**config.mk**
```make
export PLATFORM = sky130hd
export DESIGN_NAME = spi_flash_reader
export DESIGN_NICKNAME = d
export VERILOG_FILES = /design/src/rtl/spi_flash_reader.sv
export SDC_FILE = /design/constraint.sdc
export NUM_CORES = 1
export LEC_CHECK = 0
export BUFFER_PORTS_ARGS = -buffer_cell sky130_fd_sc_hd__buf_2
export CAP_MARGIN = 20
export CORE_MARGIN = 4
export CORE_UTILIZATION = 40
export CTS_CLUSTER_SIZE = 8
export DETAILED_ROUTE_END_ITERATION = 6
export HOLD_SLACK_MARGIN = 0.03
export PLACE_DENSITY = 0.67
export SLEW_MARGIN = 20
export SYNTH_ARGS = -nofsm -noshare
export SYNTH_HDL_FRONTEND = slang
export SYNTH_SLANG_ARGS = --single-unit
```
**constraint.sdc**
```tcl
create_clock -name clk_i -period 1.55 [get_ports clk_i]
set_input_delay 0.31 -clock clk_i [delete_from_list [all_inputs] [get_ports clk_i]]
set_output_delay 0.31 -clock clk_i [all_outputs]
set_load 0.05 [all_outputs]
```
**src/rtl/spi_flash_reader.sv**
```systemverilog
// spi_flash_reader: streams bytes from an SPI flash (READ command) through a
// Wishbone-attached SPI master core, one byte in flight at a time.
//
// Ports
//   clk_i, rst_i            clock, synchronous active-high reset
//   req_valid_i/req_ready_o read request handshake (ready only when idle)
//   req_addr_i [23:0]       flash byte address
//   req_len_i  [7:0]        byte count, 0 means 256
//   data_o [7:0]            received flash byte
//   data_valid_o            data_o valid, held until data_ready_i
//   data_ready_i            sink accepts data_o
//   busy_o                  transaction in progress
//   done_o                  one-cycle pulse at end of transaction
//   m_cyc_o/m_stb_o         Wishbone cycle/strobe (always equal)
//   m_we_o, m_adr_o [2:0]   Wishbone write enable, SPI register address
//   m_dat_o [7:0]           Wishbone write data
//   m_dat_i [7:0], m_ack_i  Wishbone read data, acknowledge
module spi_flash_reader #(
   parameter int unsigned CS_INDEX  = 0,
   parameter logic [7:0]  SPCR_VAL  = 8'h50,
   parameter logic [7:0]  SPER_VAL  = 8'h00,
   parameter logic [7:0]  RD_OPCODE = 8'h03
) (
   input  logic        clk_i,
   input  logic        rst_i,
   input  logic        req_valid_i,
   output logic        req_ready_o,
   input  logic [23:0] req_addr_i,
   input  logic [7:0]  req_len_i,
   output logic [7:0]  data_o,
   output logic        data_valid_o,
   input  logic        data_ready_i,
   output logic        busy_o,
   output logic        done_o,
   output logic        m_cyc_o,
   output logic        m_stb_o,
   output logic        m_we_o,
   output logic [2:0]  m_adr_o,
   output logic [7:0]  m_dat_o,
   input  logic [7:0]  m_dat_i,
   input  logic        m_ack_i
);
   typedef enum logic [3:0] {
      IDLE, CFG_SPCR, CFG_SPER, CS_ON, TX, POLL, RX, OUT, CS_OFF, DONE
   } state_t;
   localparam logic [7:0] CS_MASK = 8'd1 << CS_INDEX;
   localparam logic [2:0] A_SPCR = 3'd0;
   localparam logic [2:0] A_SPSR = 3'd1;
   localparam logic [2:0] A_SPDR = 3'd2;
   localparam logic [2:0] A_SPER = 3'd3;
   localparam logic [2:0] A_CS   = 3'd4;
   state_t      state, state_n;
   logic        gap;
   logic [23:0] addr;
   logic [8:0]  remaining;
   logic [2:0]  hdr;
   logic [7:0]  rx;
   logic        ack;
   logic [7:0]  tx_byte;
   // gap is set for the cycle right after every acknowledge, which forces the
   // mandatory idle bus cycle between accesses without extra states
   assign m_cyc_o      = !(state inside {IDLE, OUT, DONE}) && !gap;
   assign m_stb_o      = m_cyc_o;
   assign ack          = m_cyc_o && m_ack_i;
   assign req_ready_o  = state == IDLE;
   assign busy_o       = state != IDLE;
   assign done_o       = state == DONE;
   assign data_valid_o = state == OUT;
   assign data_o       = rx;
   // hdr counts header bytes already exchanged; hdr[2] marks the data phase
   assign tx_byte = hdr == 3'd0 ? RD_OPCODE :
                    hdr == 3'd1 ? addr[23:16] :
                    hdr == 3'd2 ? addr[15:8] :
                    hdr == 3'd3 ? addr[7:0] : 8'h00;
   always_ff @(posedge clk_i) begin
      if (rst_i) begin
         state     <= IDLE;
         gap       <= 1'b0;
         addr      <= '0;
         remaining <= '0;
         hdr       <= '0;
         rx        <= '0;
      end else begin
         state <= state_n;
         gap   <= ack;
         if (state == IDLE && req_valid_i) begin
            addr      <= req_addr_i;
            remaining <= req_len_i == 8'd0 ? 9'd256 : {1'b0, req_len_i};
            hdr       <= '0;
         end
         if (state == RX && ack) begin
            rx <= m_dat_i;
            if (!hdr[2]) hdr <= hdr + 3'd1;
         end
         if (state == OUT && data_ready_i) remaining <= remaining - 9'd1;
      end
   end
   always_comb begin
      state_n = state;
      m_we_o  = 1'b0;
      m_adr_o = '0;
      m_dat_o = '0;
      case (state)
         IDLE: state_n = req_valid_i ? CFG_SPCR : IDLE;
         CFG_SPCR: begin
            m_we_o  = 1'b1;
            m_adr_o = A_SPCR;
            m_dat_o = SPCR_VAL;
            state_n = ack ? CFG_SPER : CFG_SPCR;
         end
         CFG_SPER: begin
            m_we_o  = 1'b1;
            m_adr_o = A_SPER;
            m_dat_o = SPER_VAL;
            state_n = ack ? CS_ON : CFG_SPER;
         end
         CS_ON: begin
            m_we_o  = 1'b1;
            m_adr_o = A_CS;
            m_dat_o = CS_MASK;
            state_n = ack ? TX : CS_ON;
         end
         TX: begin
            m_we_o  = 1'b1;
            m_adr_o = A_SPDR;
            m_dat_o = tx_byte;
            state_n = ack ? POLL : TX;
         end
         // bit0 of SPSR is rfempty: keep polling until the received byte lands
         POLL: begin
            m_adr_o = A_SPSR;
            state_n = ack && !m_dat_i[0] ? RX : POLL;
         end
         RX: begin
            m_adr_o = A_SPDR;
            state_n = !ack ? RX : hdr[2] ? OUT : TX;
         end
         OUT: state_n = !data_ready_i ? OUT : remaining == 9'd1 ? CS_OFF : TX;
         CS_OFF: begin
            m_we_o  = 1'b1;
            m_adr_o = A_CS;
            state_n = ack ? DONE : CS_OFF;
         end
         DONE: state_n = IDLE;
         default: state_n = IDLE;
      endcase
   end
endmodule

```
==> reports/metrics.cfg, run 1 <==
[pwr]
power_per_cell_area_nw_per_um2=764.8
irDropWorstVdd_uv=763.2
finalPower_mw=3.860
p_leak_nw=2.036

[clock_tree]
cts_buffers=5
cts.sinks=49
clk_latency_ns=0.33
cts_tree=built
cts_max_path_buffers=2
clkTransAtPathRegs_ns=0.11
htreeDepth=2
hold_buffers=0
cts_root_buffer=clkbuf_8

[setup_path]
path_cells=buf_6 -> buf_6 -> nor4_4 -> a21o_1 -> nor2_4 -> buf_6
regToRegEndpoint=addr[16]
crit_family=simple AND/OR/NAND/NOR gates
crit_top_cell=buf_6
cp.arrival_ns=1.75
end_kind=output port
worst_path_largest_cell_delay_ns=0.38
critPathBufInv=3
required_ns=1.24
ff2ff_path_depth=10
start_kind=flip-flop
path_class=flip-flop to output port
r2r_start=state[0]
cpMaxStageDelayCell=dfxtp_4
r2r_slack_ns=-0.46
worst-path-max-fanout=4

[yosys]
syn-cell-area_sq_um=2475
yosysUniqueCellTypes=45
synth_warnings=0
syn_nets=384
synth_area_per_cell_sq_um=7.432
seq_area_frac_synth_pct=39.64
synth_edf_count=0
synthArstFlopShare_pct=0
synthFlopType=dfxtp_1
ys_ff_latch=49
syn_inst=333

[routing]
postRouteAntennaNets=0
routedWlPerCell_um=24.02
viasPerCell=6.204
dr.pass1.iters=5
drt_wl_total_um=13090
route.detailed.drc=0
drt_iter0_drc=258
vias=3381

[timing]
setup_viol=64
fin_ws_ns=-0.5107
period_needed_ns=2.061
hold_violations=0
skew_ns=0.02232
rsz0062_at_grt=true
whs_ns=0.2383
finalCritPeriodShare_pct=132.9
relSlewSlack_pct=63.16
tightest_slew_ns=0.5514
slew_viol_final=0
tns_ns=-23.90
max_freq_ghz=0.4853

[die]
die_h_um=86.66
core_sq_um=5956
start_util_pct=41.55
num_rows=28
die_x_um=86.66
ioPinCount=71
die_area_sq_um=7510

[worst_hold_path]
worstHoldStart=req_addr_i[8]
min_path_cells=3
holdPathEnd=addr[8]
min_path_type=primary input to flip-flop

[grt]
grt_pass1_wl_um=16630
grt_max_degree=26
track_usage_pct=28.44
grt_overflow=0
grt_pass1_vias=3236
antenna_found_initial=0

[finish]
layout_commonest_cell=buf_2
area_delta_synth_final_pct=103.9
antenna_cells=0
mostFrequentLayoutCells=buf_2, nand2_1, dfxtp_1
fin_util_pct=84.75
nets=520
drive_gt1_share_pct=68.51
stdcell_count=545
fin_area_sq_um=5047

[outcome]
violations=negative setup slack
status=complete, but fails checks

[job]
max-cap-violations=0

[placed_design]
hpwl_um=5086
io_buffers=70
finalWeightedCongestion=0.8187
place_ws_ns=-0.3653
dp_cells=494
placed_cell_area_sq_um=3268

## kinds of logic (layout without fill, tap and decap cells)
kind of cell | Yosys count | count (layout) | synth area share (%)
adders and majority gates | 6 | 6 | 3.033
xor gates and xnor gates | 1 | 1 | 0.3540
and+or+nand+nor | 150 | 150 | 27.86
AOI/OAI and AO/OA | 93 | 93 | 22.30
DFF | 49 | 49 | 39.64
muxes | 2 | 2 | 0.8089
buffers and inverters | 32 | 169 | 6.016
## state kept, by name, summed over array words and instances (netlist names)
name / cells
addr: 24
remaining: 9
data_o: 8
state: 4
hdr: 3
gap: 1
## how the worst max path moves through the flow
stage	from	endpoint	slack (ns)	depth (start not counted)
floorplan	state[2]	m_stb_o	-0.44	5
global placement	hdr[0]	m_dat_o[4]	-0.32	6
detailed placement	hdr[0]	m_dat_o[4]	-0.37	6
CTS	hdr[0]	m_dat_o[4]	-0.38	7
global route	state[0]	m_stb_o	-0.52	6
finish	state[0]	m_stb_o	-0.51	6
## metal layers
layer,GRT usage [%],vias up,share of wire [%]
li1,-,1442,-
met1,33.61,1628,39
met2,49.10,232,48
met3,5.703,79,7.4
met4,13.46,0,6.1
met5,0,-,0
## where the power goes
| part | switching, mW | total (mW) | internal [mW] |
|---|---|---|---|
| clock network | 0.458 | 0.985 | 0.527 |
| logic | 0.763 | 1.43 | 0.671 |
| registers | 0.110 | 1.44 | 1.33 |
| total | 1.33 | 3.86 | 2.53 |
## worst register-to-register path: stages, from the launching register on
cell and delay (ns):
dfxtp_4 0.38, buf_6 0.12, buf_6 0.12, nor4_4 0.37, buf_4 0.23, buf_6 0.13, nand2_8 0.08, buf_8 0.17
buf_16 0.15, nand2_4 0.06, a21oi_2 0.05
## repair_timing
| action | 4_1_cts | 5_1_grt |
|---|---|---|
| cloned | 7 | 4 |
| gates resized for setup | 211 | 106 |
| setup endpoints to repair | 61 | 65 |
| hold endpoints to repair | 0 | 0 |
| pin swaps | 57 | 27 |
| setup buffers | 25 | 13 |
## synth_stat cells, types with 2 or more instances
cell	count	area, sq um
a2bb2oi_1	2	17.52
dfxtp_1	49	980.9
buf_4	4	30.03
buf_2	4	20.02
nand3_1	9	45.04
o311ai_0	2	17.52
and2_1	2	12.51
or3_1	5	31.28
a31oi_1	7	43.79
nand2b_1	6	37.54
nor4_1	3	18.77
nor2_1	15	56.30
nand2_1	91	341.6
clkbuf_1	13	48.80
inv_1	8	30.03
nor3b_1	3	22.52
a21o_1	2	15.01
ha_1	6	75.07
o211ai_1	4	30.03
o21ai_0	11	55.05
a21oi_1	45	225.2
mux2i_1	2	20.02
a211oi_1	3	22.52
nor3_1	5	25.02
o31ai_1	3	22.52
o22ai_1	10	62.56
## final cells by class
type                            instances  area, sq um
Clock inverter                          1        30.03
Inverter                                8        35.03
Multi-Input combinational cell        252         2337
Sequential cell                        49         1001
Fill cell                             270        908.4
Clock buffer                            7        86.33
Timing Repair Buffer                  153         1464
Tap cell                               75        93.84
No activity file was read; power rests on OpenSTA's default activity.
==> inputs of run 2 (changes only) <==
Settings changed: RECOVER_POWER from default to 50.
==> run 2 against run 1 <==
The run still ends with negative setup slack left; core utilization is the same; clock-buffer cell count unchanged; register-to-register slack is essentially flat; critical endpoint unchanged; largest cell class unchanged; largest power group unchanged.
==> reports/metrics.cfg, run 2 (same netlist as run 1, synthesis figures left out) <==
[pwr]
p_leak_nw=2.032
irDropWorstVdd_uv=761.9
finalPower_mw=3.859
power_per_cell_area_nw_per_um2=764.5

[timing]
skew_ns=0.02175
relSlewSlack_pct=63.41
period_needed_ns=2.062
finalCritPeriodShare_pct=133.0
max_freq_ghz=0.4850
tns_ns=-23.99
hold_violations=0
setup_viol=64
tightest_slew_ns=0.5477
slew_viol_final=0
fin_ws_ns=-0.5117
rsz0062_at_grt=true

[finish]
mostFrequentLayoutCells=buf_2, nand2_1, dfxtp_1
antenna_cells=0
nFillCells=270
largest_reg_flops=24
drive_gt1_share_pct=68.51
nets=520
layout_commonest_cell=buf_2
top_register=addr
area_delta_synth_final_pct=103.9

[die]
die_h_um=86.66
num_rows=28
die_x_um=86.66
start_util_pct=41.55
die_area_sq_um=7510
core_sq_um=5956
ioPinCount=71

[clock_tree]
cts_max_path_buffers=2
htreeDepth=2
cts_root_buffer=clkbuf_8
clkTransAtPathRegs_ns=0.11
cts_tree=built
clk_latency_ns=0.33
cts.sinks=49
cts_buffers=5

[worst_hold_path]
min_path_type=primary input to flip-flop
holdPathEnd=addr[8]
worstHoldStart=req_addr_i[8]
min_path_cells=3

[setup_path]
cp.arrival_ns=1.75
end_kind=output port
regToRegEndpoint=addr[16]
worst-path-max-fanout=4
ff2ff_path_depth=10
start_kind=flip-flop
r2r_slack_ns=-0.46
path_class=flip-flop to output port
required_ns=1.24
r2r_start=state[0]

[routing]
postRouteAntennaNets=0
drt_wl_total_um=13080
vias=3385
route.detailed.drc=0
dr.pass1.iters=5
routedWlPerCell_um=23.99
viasPerCell=6.211
drt_iter0_drc=258

[grt]
grt_pass1_vias=3236
grt_overflow=0
track_usage_pct=28.44
grt_max_degree=26
grt_pass1_wl_um=16630
antenna_found_initial=0

[placed_design]
hpwl_um=5086
place_ws_ns=-0.3653
io_buffers=70
finalWeightedCongestion=0.8187

[job]
max-cap-violations=0

[outcome]
violations=negative setup slack
status=complete, but fails checks

==> run 2: worst max-delay path by stage <==
stage / startpoint / end / slack [ns]
2_1_floorplan: state[2] / m_stb_o / -0.44
3_3_place_gp: hdr[0] / m_dat_o[4] / -0.32
3_5_place_dp: hdr[0] / m_dat_o[4] / -0.37
4_1_cts: hdr[0] / m_dat_o[4] / -0.38
5_1_grt: state[0] / m_stb_o / -0.52
6_report: state[0] / m_stb_o / -0.51
==> run 2: area by class of cell <==
cell class,count,area (sq um),area share (%)
Multi-Input combinational cell,252,2337,46.31
Clock inverter,1,30.03,0.5949
Tap cell,75,93.84,1.859
Inverter,8,35.03,0.6941
Clock buffer,7,86.33,1.710
Timing Repair Buffer,153,1464,29.00
Sequential cell,49,1001,19.83
==> run 2: power breakdown <==
group | switching (mW) | internal (mW)
logic | 0.763 | 0.671
registers | 0.110 | 1.33
clock network | 0.457 | 0.527
==> run 2: metal layers <==
layer  up-vias  routed length [um]  part of all wire (%)  global-route usage (%)
li1       1443                   -                     -                       -
met5         -                   0                     0                       0
met2       236                6274                    48                   49.10
met4         0                 814                   6.2                   13.46
met1      1626                4986                    38                   33.61
met3        80                1002                   7.7                   5.703
==> run 2: repair_timing <==
item / 4_1_cts / 5_1_grt
hold buffers: 0 / 0
cloned: 7 / 4
endpoints found under the setup margin: 61 / 65
buffers inserted: 25 / 13
pin swaps: 57 / 27
resized for setup: 211 / 106
==> run 2: worst max-delay path, stage by stage (launching register included) <==
cell and delay [ns]:
dfxtp_4 0.38, buf_6 0.12, buf_6 0.12, nor4_4 0.37, a21o_1 0.20, nor2_4 0.06, buf_6 0.16
==> run 2: stage by stage <==
stage | cell area [sq um] | hold WS, ns | cells | util (%)
2_1_floorplan | 2671 | 0.4389 | 333 | -
3_3_place_gp | 3268 | 0.4406 | 494 | 54.87
3_5_place_dp | 3268 | 0.4434 | 494 | 54.87
4_1_cts | 4501 | 0.2408 | 532 | 75.57
5_1_grt | 5047 | 0.2373 | 545 | 84.75
6_report | 5047 | 0.2379 | 545 | 84.75
==> inputs of run 3 (changes only) <==
Settings changed: SETUP_SLACK_MARGIN from default to 0.15.
==> run 3 against run 2 <==
The flow still finishes with violations (negative setup slack); first-iteration DRC count down 17%; sequential share of layout area up 0.38 points; setup slack worse by 0.0012 ns; critical path depth up 1; critical endpoint is now m_dat_o[4].
==> reports/metrics.cfg, run 3 (same netlist as run 1, synthesis figures left out) <==
[finish]
area_delta_synth_final_pct=101.9
multi_input_area_sq_um=2297
layout_commonest_cell=buf_2
nFillCells=283
largest_reg_flops=24
drive_gt1_share_pct=70.34
antenna_cells=0
ff_latch_area_sq_um=1010
nets=523
mostFrequentLayoutCells=buf_2, buf_6, dfxtp_1
top_register=addr

[timing]
skew_ns=0.005028
fin_ws_ns=-0.5128
tightest_slew_ns=0.5674
max_freq_ghz=0.4848
hold_violations=0
period_needed_ns=2.063
whs_ns=0.2341
rsz0062_at_grt=true
relSlewSlack_pct=62.09
setup_viol=65
slew_viol_final=0
finalCritPeriodShare_pct=133.1

[setup_path]
worst-path-max-fanout=8
start_kind=flip-flop
end_kind=output port
ff2ff_path_depth=9
path_class=flip-flop to output port
r2r_start=state[0]
required_ns=1.24
r2r_slack_ns=-0.43
cp.arrival_ns=1.75
regToRegEndpoint=addr[13]

[worst_hold_path]
worstHoldStart=m_dat_i[5]
min_path_type=primary input to flip-flop
min_path_cells=3
holdPathEnd=data_o[5]

[job]
max-cap-violations=0

[routing]
drt_iter0_drc=215
wl_met3_um=1112
top_layer=met4
met2_length_um=6430
postRouteAntennaNets=0
vias=3416
routedWlPerCell_um=23.87
viasPerCell=6.245
met1Wirelength_um=4558
route.detailed.drc=0
dr.pass1.iters=7
drt_wl_total_um=13060

[clock_tree]
clkTransAtPathRegs_ns=0.09
cts_root_buffer=clkbuf_8
cts_tree=built
cts.sinks=49
cts_buffers=5
hold_buffers=0
htreeDepth=2
cts_max_path_buffers=2
clk_latency_ns=0.31

[pwr]
power_per_cell_area_nw_per_um2=767.2
irDropWorstVdd_uv=650.0
finalPower_mw=3.833
p_leak_nw=2.000

[die]
die_h_um=86.66
ioPinCount=71
die_x_um=86.66
core_sq_um=5956
num_rows=28
die_area_sq_um=7510
start_util_pct=41.55

[grt]
grt_pass1_vias=3412
grt_max_degree=25
track_usage_pct=29.92
antenna_found_initial=0
grt_overflow=0
grt_pass1_wl_um=17490

[outcome]
status=complete, but fails checks
violations=negative setup slack

[placed_design]
hpwl_um=5200
finalWeightedCongestion=0.8436
io_buffers=70

[run 3: what timing repair did]
| item | 4_1_cts | 5_1_grt |
|---|---|---|
| gates cloned | 9 | 0 |
| gates resized for setup | 231 | 68 |
| setup buffers | 28 | 7 |
| pin swaps | 71 | 31 |
| setup endpoints to repair | 64 | 66 |
[run 3: final cells by class]
| class | count | area share (%) |
|---|---|---|
| multi-input cells | 252 | 45.98 |
| clock buffers | 5 | 1.377 |
| repair buffers | 156 | 29.20 |
| flip-flops and latches | 49 | 20.21 |
| well taps | 75 | 1.878 |
| inverters | 8 | 0.6511 |
| clock inverters | 2 | 0.7012 |
[run 3: power by group]
| group | internal (mW) | total, mW | leakage, nW | switching [mW] |
|---|---|---|---|---|
| logic | 0.715 | 1.49 | 1.54 | 0.779 |
| registers | 1.33 | 1.43 | 0.406 | 0.102 |
| clock network | 0.470 | 0.908 | 0.0540 | 0.438 |
[run 3: how the worst max path moves through the flow]
stage | endpoint | startpoint | depth (start not counted) | slack (ns)
2_1_floorplan | m_stb_o | state[2] | 5 | -0.44
5_1_grt | m_dat_o[2] | hdr[0] | 8 | -0.55
4_1_cts | m_dat_o[6] | hdr[0] | 6 | -0.38
3_5_place_dp | m_dat_o[2] | hdr[0] | 7 | -0.42
6_report | m_dat_o[4] | hdr[0] | 7 | -0.51
3_3_place_gp | m_dat_o[5] | hdr[0] | 7 | -0.34
[run 3: metal layers]
| metal | vias up | global-route usage, % |
|---|---|---|
| met4 | 0 | 18.56 |
| met3 | 103 | 7.034 |
| li1 | 1443 | - |
| met1 | 1597 | 34.13 |
| met2 | 273 | 50.21 |
| met5 | - | 0 |
[run 3: worst max-delay path, stage by stage (launching register included)]
cell and delay [ns]:
dfxtp_4 0.41, inv_4 0.06, ha_4 0.19, buf_4 0.15, o21ai_2 0.20, o22ai_2 0.11
o22ai_4 0.14, buf_6 0.18
[run 3: metrics by stage]
| stage | std cells | setup WS (ns) | cell area, sq um | TNS (ns) | utilization (%) |
|---|---|---|---|---|---|
| after CTS | 540 | -0.3768 | 4632 | -10.11 | 77.77 |
| after detailed placement | 496 | -0.4190 | 3301 | -8.176 | 55.42 |
| after floorplan | 333 | -0.4381 | 2691 | -17.45 | - |
| final | 547 | -0.5128 | 4996 | -21.27 | 83.89 |
| after global placement | 496 | -0.3412 | 3301 | -8.741 | 55.42 |
| after global routing | 547 | -0.5453 | 4996 | -22.01 | 83.89 |
